`src/rtl/ads1284_seq_ctrl.sv`:
```
// ads1284_seq_ctrl: ADS1284 command sequencer (SDATAC once, WREG config writes, DRDY-paced RDATA reads)
module ads1284_seq_ctrl #(
  parameter int          DRDY_TIMEOUT = 65535,
  parameter logic [7:0]  CMD_SDATAC   = 8'h11,
  parameter logic [7:0]  CMD_RDATA    = 8'h12,
  parameter logic [7:0]  CMD_WREG     = 8'h40
) (
  input  logic        clk,
  input  logic        rst,
  input  logic        start_conv,
  input  logic        stop_conv,
  input  logic        cfg_req,
  input  logic [3:0]  cfg_addr,
  input  logic [7:0]  cfg_data,
  output logic        cfg_ack,
  input  logic        drdy_n,
  output logic        spi_tx_valid,
  output logic [7:0]  spi_tx_data,
  output logic        spi_tx_last,
  input  logic        spi_tx_ready,
  input  logic        spi_rx_valid,
  input  logic [7:0]  spi_rx_data,
  output logic [31:0] sample_data,
  output logic        sample_valid,
  output logic        busy,
  output logic        timeout_err
);
  localparam int CW = $clog2(DRDY_TIMEOUT);
  typedef enum logic [3:0] {INIT, IDLE, CFG_OP, CFG_CNT, CFG_DAT, WAIT_DRDY,
                            RD_CMD, RD_B0, RD_B1, RD_B2, RD_B3} state_t;
  state_t        state_q, state_d;
  logic          pend_q, pend_d, run_q, run_d;
  logic          tx_valid_q, tx_valid_d, tx_last_q, tx_last_d;
  logic [7:0]    tx_data_q, tx_data_d, wreg_data_q, wreg_data_d;
  logic [3:0]    wreg_addr_q, wreg_addr_d;
  logic [23:0]   shift_q, shift_d;
  logic [31:0]   sample_data_q, sample_data_d;
  logic          sample_valid_q, sample_valid_d, cfg_ack_q, cfg_ack_d;
  logic          busy_q, busy_d, timeout_err_q, timeout_err_d;
  logic [CW-1:0] cnt_q, cnt_d;
  logic [2:0]    sync_q, sync_d;
  logic          fire, fall, sending, offer, take_cfg, in_rd, stay_wait;
  logic [7:0]    tx_byte;
  always_comb begin
    fire           = pend_q & spi_rx_valid;
    fall           = sync_q[2] & ~sync_q[1];
    sending        = !(state_q inside {IDLE, WAIT_DRDY});
    offer          = sending & ~pend_q & ~tx_valid_q;
    tx_byte        = state_q == INIT    ? CMD_SDATAC :
                     state_q == CFG_OP  ? (CMD_WREG | {4'h0, wreg_addr_q}) :
                     state_q == CFG_DAT ? wreg_data_q :
                     state_q == RD_CMD  ? CMD_RDATA : 8'h00;
    tx_valid_d     = offer | (tx_valid_q & ~spi_tx_ready);
    tx_data_d      = offer ? tx_byte : tx_data_q;
    tx_last_d      = offer ? (state_q inside {INIT, CFG_DAT, RD_B3}) : tx_last_q;
    pend_d         = (tx_valid_q & spi_tx_ready) | (pend_q & ~spi_rx_valid);
    run_d          = ~stop_conv & (start_conv | run_q);
    state_d        = state_q;
    case (state_q)
      INIT:      state_d = fire ? IDLE : INIT;
      IDLE:      state_d = cfg_req ? CFG_OP : run_q ? WAIT_DRDY : IDLE;
      CFG_OP:    state_d = fire ? CFG_CNT : CFG_OP;
      CFG_CNT:   state_d = fire ? CFG_DAT : CFG_CNT;
      CFG_DAT:   state_d = fire ? IDLE : CFG_DAT;
      WAIT_DRDY: state_d = cfg_req ? CFG_OP : !run_q ? IDLE : fall ? RD_CMD : WAIT_DRDY;
      RD_CMD:    state_d = fire ? RD_B0 : RD_CMD;
      RD_B0:     state_d = fire ? RD_B1 : RD_B0;
      RD_B1:     state_d = fire ? RD_B2 : RD_B1;
      RD_B2:     state_d = fire ? RD_B3 : RD_B2;
      RD_B3:     state_d = fire ? WAIT_DRDY : RD_B3;
      default:   state_d = INIT;
    endcase
    take_cfg       = (state_q inside {IDLE, WAIT_DRDY}) & cfg_req;
    wreg_addr_d    = take_cfg ? cfg_addr : wreg_addr_q;
    wreg_data_d    = take_cfg ? cfg_data : wreg_data_q;
    in_rd          = state_q inside {RD_B0, RD_B1, RD_B2, RD_B3};
    shift_d        = (fire & in_rd) ? {shift_q[15:0], spi_rx_data} : shift_q;
    sample_valid_d = fire & (state_q == RD_B3);
    sample_data_d  = sample_valid_d ? {shift_q, spi_rx_data} : sample_data_q;
    cfg_ack_d      = fire & (state_q == CFG_DAT);
    stay_wait      = (state_q == WAIT_DRDY) & (state_d == WAIT_DRDY);
    timeout_err_d  = stay_wait & (cnt_q == CW'(DRDY_TIMEOUT - 1));
    cnt_d          = (stay_wait & ~timeout_err_d) ? cnt_q + CW'(1) : '0;
    busy_d         = !(state_d inside {IDLE, WAIT_DRDY});
    sync_d         = {sync_q[1:0], drdy_n};
  end
  // DRDY synchroniser resets high so release from reset never looks like a falling edge
  always_ff @(posedge clk) begin
    if (rst) begin
      state_q        <= INIT;
      pend_q         <= 1'b0;
      run_q          <= 1'b0;
      tx_valid_q     <= 1'b0;
      tx_data_q      <= 8'h00;
      tx_last_q      <= 1'b0;
      wreg_addr_q    <= 4'h0;
      wreg_data_q    <= 8'h00;
      shift_q        <= '0;
      sample_data_q  <= '0;
      sample_valid_q <= 1'b0;
      cfg_ack_q      <= 1'b0;
      busy_q         <= 1'b0;
      timeout_err_q  <= 1'b0;
      cnt_q          <= '0;
      sync_q         <= 3'b111;
    end else begin
      state_q        <= state_d;
      pend_q         <= pend_d;
      run_q          <= run_d;
      tx_valid_q     <= tx_valid_d;
      tx_data_q      <= tx_data_d;
      tx_last_q      <= tx_last_d;
      wreg_addr_q    <= wreg_addr_d;
      wreg_data_q    <= wreg_data_d;
      shift_q        <= shift_d;
      sample_data_q  <= sample_data_d;
      sample_valid_q <= sample_valid_d;
      cfg_ack_q      <= cfg_ack_d;
      busy_q         <= busy_d;
      timeout_err_q  <= timeout_err_d;
      cnt_q          <= cnt_d;
      sync_q         <= sync_d;
    end
  end
  assign spi_tx_valid = tx_valid_q;
  assign spi_tx_data  = tx_data_q;
  assign spi_tx_last  = tx_last_q;
  assign sample_data  = sample_data_q;
  assign sample_valid = sample_valid_q;
  assign cfg_ack      = cfg_ack_q;
  assign busy         = busy_q;
  assign timeout_err  = timeout_err_q;
endmodule

```
`config.mk`:
```
export PLATFORM = sky130hd
export DESIGN_NAME = ads1284_seq_ctrl
export DESIGN_NICKNAME = d
export VERILOG_FILES = /design/src/rtl/ads1284_seq_ctrl.sv
export SDC_FILE = /design/constraint.sdc
export NUM_CORES = 1
export LEC_CHECK = 0
export CAP_MARGIN = 25
export CORE_MARGIN = 1
export CORE_UTILIZATION = 49
export CTS_CLUSTER_SIZE = 30
export DETAILED_ROUTE_END_ITERATION = 12
export PLACE_DENSITY = 0.79
export SYNTH_ARGS = -nofsm -noshare
export SYNTH_HDL_FRONTEND = slang
export SYNTH_SLANG_ARGS = --single-unit
```
`constraint.sdc`:
```
create_clock -name clk -period 3.2 [get_ports clk]
set_clock_uncertainty 0.15 [all_clocks]
set_input_delay 0.48 -clock clk [delete_from_list [all_inputs] [get_ports clk]]
set_output_delay 0.48 -clock clk [all_outputs]
set_load 0.005 [all_outputs]
```
Word-level counts from Yosys, hierarchy flattened
Cells that the tools add are included.
- add/sub/neg operators: 1
- equal/unequal tests: 13
- multiplexer cells: 19
- bitwise gates (word level): 26
- reductions and logical operators: 8
- operators by type and width (kind ; number):
    $pmux 4 s11 ; 1
    $mux 8 ; 3
    $eq 4x3->1 const B ; 5
    $mux 3 ; 6
    $add 16x1->16 const B ; 1
    $eq 16x16->1 const B ; 1
    $and 1x1->1 ; 15
    $eq 4x4->1 const B ; 3
    $eq 4x1->1 const B ; 2
    $eq 4x2->1 const B ; 2
    $mux 4 ; 2
    $not 1->1 ; 8
    $mux 5 ; 1
    $logic_not 4->1 ; 1
    $mux 1 ; 4
    $mux 2 ; 2
    $reduce_bool 2->1 ; 2
    $reduce_bool 4->1 ; 1
    $or 1x1->1 ; 3
    $reduce_bool 3->1 ; 1
    $logic_not 1->1 ; 2
    $reduce_or 2->1 ; 1
- flip-flop bits (word level): 107
- input port bits: 28
- output and inout bits: 46
- logic and storage cells: 83

Depth between registers and ports, before layout
Gate-level depths: netlist of the first run.
- word-level depth: 13
- gate-level depth with buffers: 9
- mapped depth without buffers: 7

Least setup slack after synthesis of the first run
No wires, ideal clock.
- path kind: in2reg
- from: in cfg_req
- to: reg cnt_q[10]
- library setup time: 0.073 ns
- data arrival time: 1.803 ns
- data required time: 2.977 ns
- path slack: 1.174 ns
- stages on the path: 6
- path buffers: 2
- cells stage by stage: or3b_1 > or3_1 > buf_6 > or2_1 > buf_6 > nor3_2
- word-level cells in the longest chain between the ends: 9
- elaborated cells between the ends (all ways): 10
- those cells by class: eq/ne (1); mux (3); bitwise (5); reduce/logical (1)
- RTL lines (item ; RTL line ; RTL):
    start, declared ; 12 ; input logic cfg_req,
    $mux 3, on equally long branches ; 65, 61 ;
    $pmux 4 s11 * ; 59 ; case (state_q)
    $eq 4x3->1 * ; 81 ; stay_wait = (state_q == WAIT_DRDY) & (state_d == WAIT_DRDY);
    $and 1x1->1 * ; 81 ;
    $and 1x1->1 ; 82 ; timeout_err_d = stay_wait & (cnt_q == CW'(DRDY_TIMEOUT - 1));
    $not 1->1 ; 83 ; cnt_d = (stay_wait & ~timeout_err_d) ? cnt_q + CW'(1) : '0;
    $and 1x1->1 * ; 83 ;
    $not 1->1 (no line) * ; -- ;
    $reduce_or 2->1 (no line) * ; -- ;
    end signal, assigned ; 121 ; cnt_q <= cnt_d;
    end, declared ; 40 ; logic [CW-1:0] cnt_q, cnt_d;
Mark *: on every way between the ends. The rest lies on a longest branch, timed or not.
A chain may end at the register's enable or synchronous reset.

Worst setup path in the final report of the first run
- from: reg state_q[1]
- to: reg cnt_q[12]
- word-level cells in the longest chain between the ends: 9
- elaborated cells between the ends (all ways): 19
- those cells by class: eq/ne (11); mux (1); bitwise (5); reduce/logical (2)
- RTL lines (item ; RTL line ; RTL):
    start, declared ; 31 ; state_t state_q, state_d;
    start signal, assigned ; 107 ; state_q <= state_d;
    $eq 4x4->1, or another cell as far along ; 59 ;
    $pmux 4 s11 ; 59 ;
    $eq 4x3->1 ; 81 ;
    $and 1x1->1 * ; 81 ;
    $and 1x1->1 ; 82 ;
    $not 1->1 ; 83 ;
    $and 1x1->1 * ; 83 ;
    $not 1->1 (no line) * ; -- ;
    $reduce_or 2->1 (no line) * ; -- ;
Marks and branches as above.

==> flow_metrics.py, run 1 <==
metrics = {
    "run_status": {
        "status": "complete, no violations",
    },
    "clocking": {
        "clk_pin_slew_ns": 0.10,
        "clk_path_buf_depth": 2,
        "cts_sinks": 107,
        "ctsHoldBuffers": 0,
        "cts_tree": "done",
        "cts_resized": 0,
        "htreeDepth": 3,
        "postCtsSetupBuffers": 0,
        "numCtsBuffers": 9,
        "clock_latency_ns": 0.36,
        "cts-root-buf": "clkbuf_8",
    },
    "timing": {
        "rsz0062_at_grt": "no",
        "min_period_over_period_pct": 78.80,
        "fmax_mhz": 396.6,
        "tns_ns": 0,
        "slew_viol_final": 0,
        "setup_viol": 0,
        "fin_crit_ns": 2.521,
        "finalHoldViolations": 0,
        "slew_headroom_pct": 42.02,
        "worst_pin_slew_ns": 0.8697,
    },
    "logic_synthesis": {
        "synth.most_common_cell": "dfxtp_1",
        "postSynthCellCount": 489,
        "synth_seq_cells": 107,
        "synth_warnings": 0,
        "syn_area_mm2": 0.004220,
        "synth_ff_type": "dfxtp_1",
        "yosys.area.top_type": "dfxtp_1",
        "syn_area_per_cell_um2": 8.630,
        "ys_top_cells_by_area": "dfxtp_1 (51%), nand2_1 (9.2%), a21oi_1 (7.0%)",
        "synth_edf_count": 0,
        "synthArstFlopShare_pct": 0,
        "synth_common_cells": "dfxtp_1 (107), nand2_1 (103), a21oi_1 (59)",
        "ys_types": 43,
        "seq_area_frac_synth_pct": 50.76,
        "synth_top_area_share_pct": 50.76,
        "syn-num-nets": 519,
    },
    "global_routing": {
        "grt_util_met3_pct": 6.522,
        "grt_util_met1_pct": 27.40,
        "grt-ovfl-total": 0,
        "top_usage_layer": "met2",
        "grt_use_total_pct": 22.02,
        "grt_util_met2_pct": 36.69,
        "grt_pass1_vias": 3291,
        "grt_pass1_wl_um": 15460,
        "grt_max_degree": 90,
        "antenna_found_initial": 0,
    },
    "routing": {
        "drc": 0,
        "first_pass_iters": 5,
        "vias": 3506,
        "drt-wirelength-per-cell_um": 14.34,
        "drt_iter0_markers": 123,
        "via_per_inst": 5.353,
        "detail-route-antenna-nets": 0,
        "drt-total-wl_um": 9393,
    },
    "worst_hold_path": {
        "hold_start": "sync_q[0]$_SDFF_PP1_",
        "hold_path_end": "sync_q[1]$_SDFF_PP1_",
        "worstHoldPathCells": 1,
        "holdCritPathClass": "reg -> reg",
    },
    "placement": {
        "hpwl_um": 6335,
        "portBuffers": 73,
        "finalWeightedCongestion": 0.8374,
        "placed_cells": 639,
    },
    "critical_path": {
        "end_kind": "flip-flop",
        "critPathRequiredTime_ns": 3.34,
        "startpoint_type": "flip-flop",
        "path_max_fanout": 20,
        "r2r_slack_ns": 0.68,
        "r2r_start": "state_q[1]$_SDFF_PP0_",
        "criticalPathCategory": "reg -> reg",
        "worstRegToRegCells": 5,
        "timing.rr.end": "cnt_q[12]$_SDFF_PP0_",
        "critPathArrivalTime_ns": 2.66,
    },
    "floorplanning": {
        "core_mm2": 0.008258,
        "dieArea_mm2": 0.008988,
        "dieWidth_um": 94.81,
        "die_h_um": 94.81,
        "initial_core_util_pct": 51.11,
        "ios": 74,
        "core.rowCount": 33,
    },
    "cells_and_area": {
        "fillers": 747,
        "instances_no_fill": 655,
        "syn_to_final_growth_pct": 22.15,
        "multi_input_area_mm2": 0.001912,
        "antenna_cells": 0,
        "layout-drive-gt1-share_pct": 6.727,
        "fin_nets": 575,
        "register_area_mm2": 0.002142,
    },
    "power_and_ir_drop": {
        "power_density_mw_per_mm2": 440.3,
        "p_leak_nw": 1.685,
        "max-vdd-ir-drop_mv": 0.2181,
    },
    "job": {
        "max-cap-violations": 0,
    },
}
-- per-stage QoR --
stage | instance area (um2) | util (%) | worst slack, ns | hold WS [ns] | total power [mW]
finish | 5155 | 62.42 | 0.6785 | 0.2656 | 2.270
detailed placement | 4964 | 60.11 | 0.3959 | 0.2467 | 1.503
global placement | 4964 | 60.11 | 0.5582 | 0.2473 | 1.500
floorplan | 4220 | - | 1.174 | 0.2395 | 1.439
CTS | 5155 | 62.42 | 0.7060 | 0.2685 | 2.289
global route | 5155 | 62.42 | 0.4561 | 0.2870 | 2.351
-- layer usage --
| layer | wire [um] | vias up |
|---|---|---|
| li1 | - | 1765 |
| met1 | 4143 | 1638 |
| met2 | 4526 | 94 |
| met3 | 626 | 9 |
| met4 | 96 | 0 |
| met5 | 0 | - |
-- cells by family after synthesis --
| group | synth area share (%) |
|---|---|
| buffers and inverters | 3.943 |
| multiplexers | 5.929 |
| XOR/XNOR | 3.113 |
| adder cells (fa/ha/maj) | 0.5928 |
| flip-flops | 50.76 |
| AO/OA/AOI/OAI | 10.88 |
| AND/OR/NAND/NOR | 24.79 |
-- power breakdown --
part | internal [mW] | total, mW | switching [mW]
Combinational | 0.0585 | 0.118 | 0.0590
Sequential | 1.34 | 1.35 | 0.0110
Clock | 0.321 | 0.798 | 0.476
-- worst max path at each step --
stage,start,end,slack [ns]
6_report,state_q[1]$_SDFF_PP0_,cnt_q[12]$_SDFF_PP0_,0.68
5_1_grt,state_q[1]$_SDFF_PP0_,cnt_q[1]$_SDFF_PP0_,0.46
4_1_cts,state_q[1]$_SDFF_PP0_,cnt_q[12]$_SDFF_PP0_,0.71
3_5_place_dp,spi_rx_valid,cnt_q[6]$_SDFF_PP0_,0.40
3_3_place_gp,cfg_req,cnt_q[7]$_SDFF_PP0_,0.56
2_1_floorplan,cfg_req,cnt_q[10]$_SDFF_PP0_,1.17
-- area by class of cell --
cell class                 instances  share of cell area [%]
sequential                       107                   41.55
timing repair buffer              79                   14.95
clock buffer                      10                   2.670
multi-input combinational        346                   37.09
tap                              105                   2.549
clock inverter                     6                   1.044
inverter                           2                  0.1456
-- flip-flops by register name (all words and copies together) (netlist names), 3 cells and up --
name,flops
spi_tx_data,8
wreg_addr_q,4
sample_data,32
sync_q,3
state_q,4
cnt_q,16
shift_q,24
wreg_data_q,8
-- layout by cell type, fill, tap and decap left out, types with 2 or more instances in the layout --
cell type	Yosys	final
nand2b_1	5	5
buf_4	0	6
ha_1	2	2
and2_1	2	2
dfxtp_1	107	107
a22o_1	2	2
a31oi_1	2	2
nand4_1	2	2
xor2_1	9	9
nor2b_1	7	7
xnor2_1	6	6
and3_1	7	7
a22oi_1	3	3
clkdlybuf4s50_1	0	72
nand3_1	12	12
nor3_1	10	10
nor3b_1	2	2
a21oi_1	59	59
inv_6	0	2
inv_1	2	2
mux2i_1	25	25
nor4_1	8	8
o21ai_0	3	3
inv_8	0	2
or2_2	4	4
clkbuf_8	0	10
a211oi_1	3	3
a211o_1	2	2
nor2_1	45	45
nor3_2	8	8
a2111oi_0	2	2
nand2_1	103	103
-- critical path, stage by stage (launching register included) --
cell	delay [ns]
dfxtp_1	0.53
nand2b_4	0.25
or3b_1	0.38
or3_1	0.49
or2_1	0.44
nor3_2	0.21
Note: power is estimated with default switching activity, not from simulation.
==> inputs of run 2 (changes only) <==
- CORE_UTILIZATION: 49 -> 47
- clock period: 3.2 -> 2.3 ns (I/O delays scaled with it)
==> run 2 against run 1 <==
  * Sequential cell count unchanged
  * Non-clock buffer count up 8
  * First-iteration DRC count down 24%
  * Critical path depth rose by 1
==> flow_metrics.py, run 2 (synthesis results as in run 1) <==
metrics = {
    "timing": {
        "slew_viol_final": 0,
        "whs_ns": 0.2711,
        "setup_viol": 0,
        "rsz0062_at_grt": "no",
        "worst_pin_slew_ns": 0.9022,
        "slew_headroom_pct": 39.86,
        "fmax_mhz": 476.1,
        "tns_ns": 0,
        "fin_crit_ns": 2.100,
        "min_period_over_period_pct": 91.32,
        "finalHoldViolations": 0,
    },
    "critical_path": {
        "cpPeakStageDelay_ns": 0.51,
        "cp.depth": 6,
        "worstPathCellList": "buf_4, nor2_1, a211o_1, a2111oi_0, a21oi_1, nor2_1",
        "critPathLaunch": "state_q[1]$_SDFF_PP0_",
        "startpoint_type": "flip-flop",
        "crit_family": "compound AO/OA/AOI/OAI gates",
        "r2r_start": "state_q[1]$_SDFF_PP0_",
        "r2r_slack_ns": 0.20,
        "critPathArrivalTime_ns": 2.24,
        "worstRegToRegCells": 6,
        "criticalPathCategory": "reg -> reg",
        "cp-endpoint": "spi_tx_data[4]$_SDFFE_PP0P_",
        "timing.rr.end": "spi_tx_data[4]$_SDFFE_PP0P_",
        "cpMostUsedCell": "nor2_1",
        "end_kind": "flip-flop",
        "path_max_fanout": 15,
        "slowest_stage": "a2111oi_0",
        "cp_num_buf_inv": 1,
        "critPathRequiredTime_ns": 2.44,
    },
    "clocking": {
        "cts_resized": 0,
        "cts_tree": "done",
        "postCtsSetupBuffers": 0,
        "clk_pin_slew_ns": 0.10,
        "clk_path_buf_depth": 2,
        "cts-root-buf": "clkbuf_8",
        "htreeDepth": 3,
        "ctsHoldBuffers": 0,
        "numCtsBuffers": 9,
        "cts_sinks": 107,
        "clock_latency_ns": 0.36,
    },
    "job": {
        "max-cap-violations": 0,
    },
    "routing": {
        "drt-wirelength-per-cell_um": 13.77,
        "drt-total-wl_um": 9171,
        "drc": 0,
        "via_per_inst": 5.237,
        "detail-route-antenna-nets": 0,
        "first_pass_iters": 4,
        "drt_iter0_markers": 94,
        "vias": 3488,
    },
    "cells_and_area": {
        "layout-drive-gt1-share_pct": 8.244,
        "largest_reg_flops": 32,
        "antenna_cells": 0,
        "final_cell_mix": "dfxtp_1 (106), nand2_1 (103), clkdlybuf4s50_1 (72)",
        "layout_commonest_cell": "dfxtp_1",
        "fillers": 776,
        "stdcell_area_mm2": 0.005313,
        "fin_nets": 583,
        "syn_to_final_growth_pct": 25.88,
    },
    "worst_hold_path": {
        "worstHoldPathCells": 1,
        "hold_start": "sync_q[0]$_SDFF_PP1_",
        "holdCritPathClass": "reg -> reg",
    },
    "run_status": {
        "status": "complete, no violations",
    },
    "floorplanning": {
        "dieWidth_um": 96.76,
        "initial_core_util_pct": 48.39,
        "core_mm2": 0.008721,
        "dieArea_mm2": 0.009363,
        "core.rowCount": 34,
        "ios": 74,
        "die_h_um": 96.76,
    },
    "global_routing": {
        "grt-ovfl-total": 0,
        "grt_pass1_wl_um": 15610,
        "grt_pass1_vias": 3436,
        "grt_max_degree": 90,
        "antenna_found_initial": 0,
        "grt_use_total_pct": 20.13,
    },
    "power_and_ir_drop": {
        "finalPower_mw": 3.418,
        "max-vdd-ir-drop_mv": 0.5012,
        "power_density_mw_per_mm2": 643.3,
        "p_leak_nw": 1.758,
    },
    "placement": {
        "hpwl_um": 6272,
        "portBuffers": 73,
        "place_area_mm2": 0.005065,
        "finalWeightedCongestion": 0.8734,
    },
}
==> run 2: layer usage <==
metal / up-vias / share of wire, % / GRT usage [%]
met1: 1634 / 43 / 23.49
met2: 72 / 51 / 35.43
met5: - / 0 / 0
li1: 1772 / - / -
met3: 10 / 5.0 / 6.214
met4: 0 / 0.87 / 5.626
==> run 2: layout make-up <==
cell class / instances / area, um2 / area share, %
Clock inverter: 7 / 121.4 / 2.284
Clock buffer: 9 / 123.9 / 2.332
Timing Repair Buffer: 87 / 868.3 / 16.34
Inverter: 2 / 7.507 / 0.1413
Multi-Input combinational cell: 346 / 1913 / 36.01
Tap cell: 108 / 135.1 / 2.544
Sequential cell: 107 / 2143 / 40.34
==> run 2: worst min-delay path by stage <==
stage / endpoint / slack, ns
after floorplan: sync_q[1]$_SDFF_PP1_ / 0.24
after global placement: sync_q[1]$_SDFF_PP1_ / 0.25
after detailed placement: sync_q[1]$_SDFF_PP1_ / 0.25
after CTS: sync_q[1]$_SDFF_PP1_ / 0.27
after global routing: sync_q[1]$_SDFF_PP1_ / 0.30
final: sync_q[1]$_SDFF_PP1_ / 0.27
==> run 2: where the power goes <==
part,switching [mW],internal (mW),leakage (nW)
sequential,0.0133,1.87,0.865
clock,0.628,0.731,0.124
combinational,0.0843,0.0919,0.769
==> run 2: per-stage QoR <==
stage          utilization, %  setup slack, ns  instances
6_report                60.92           0.1996        666
3_5_place_dp            58.08          -0.1204        650
5_1_grt                 60.92          0.03329        666
2_1_floorplan               -           0.2997        489
4_1_cts                 60.89           0.1843        666
3_3_place_gp            58.08         -0.04705        650
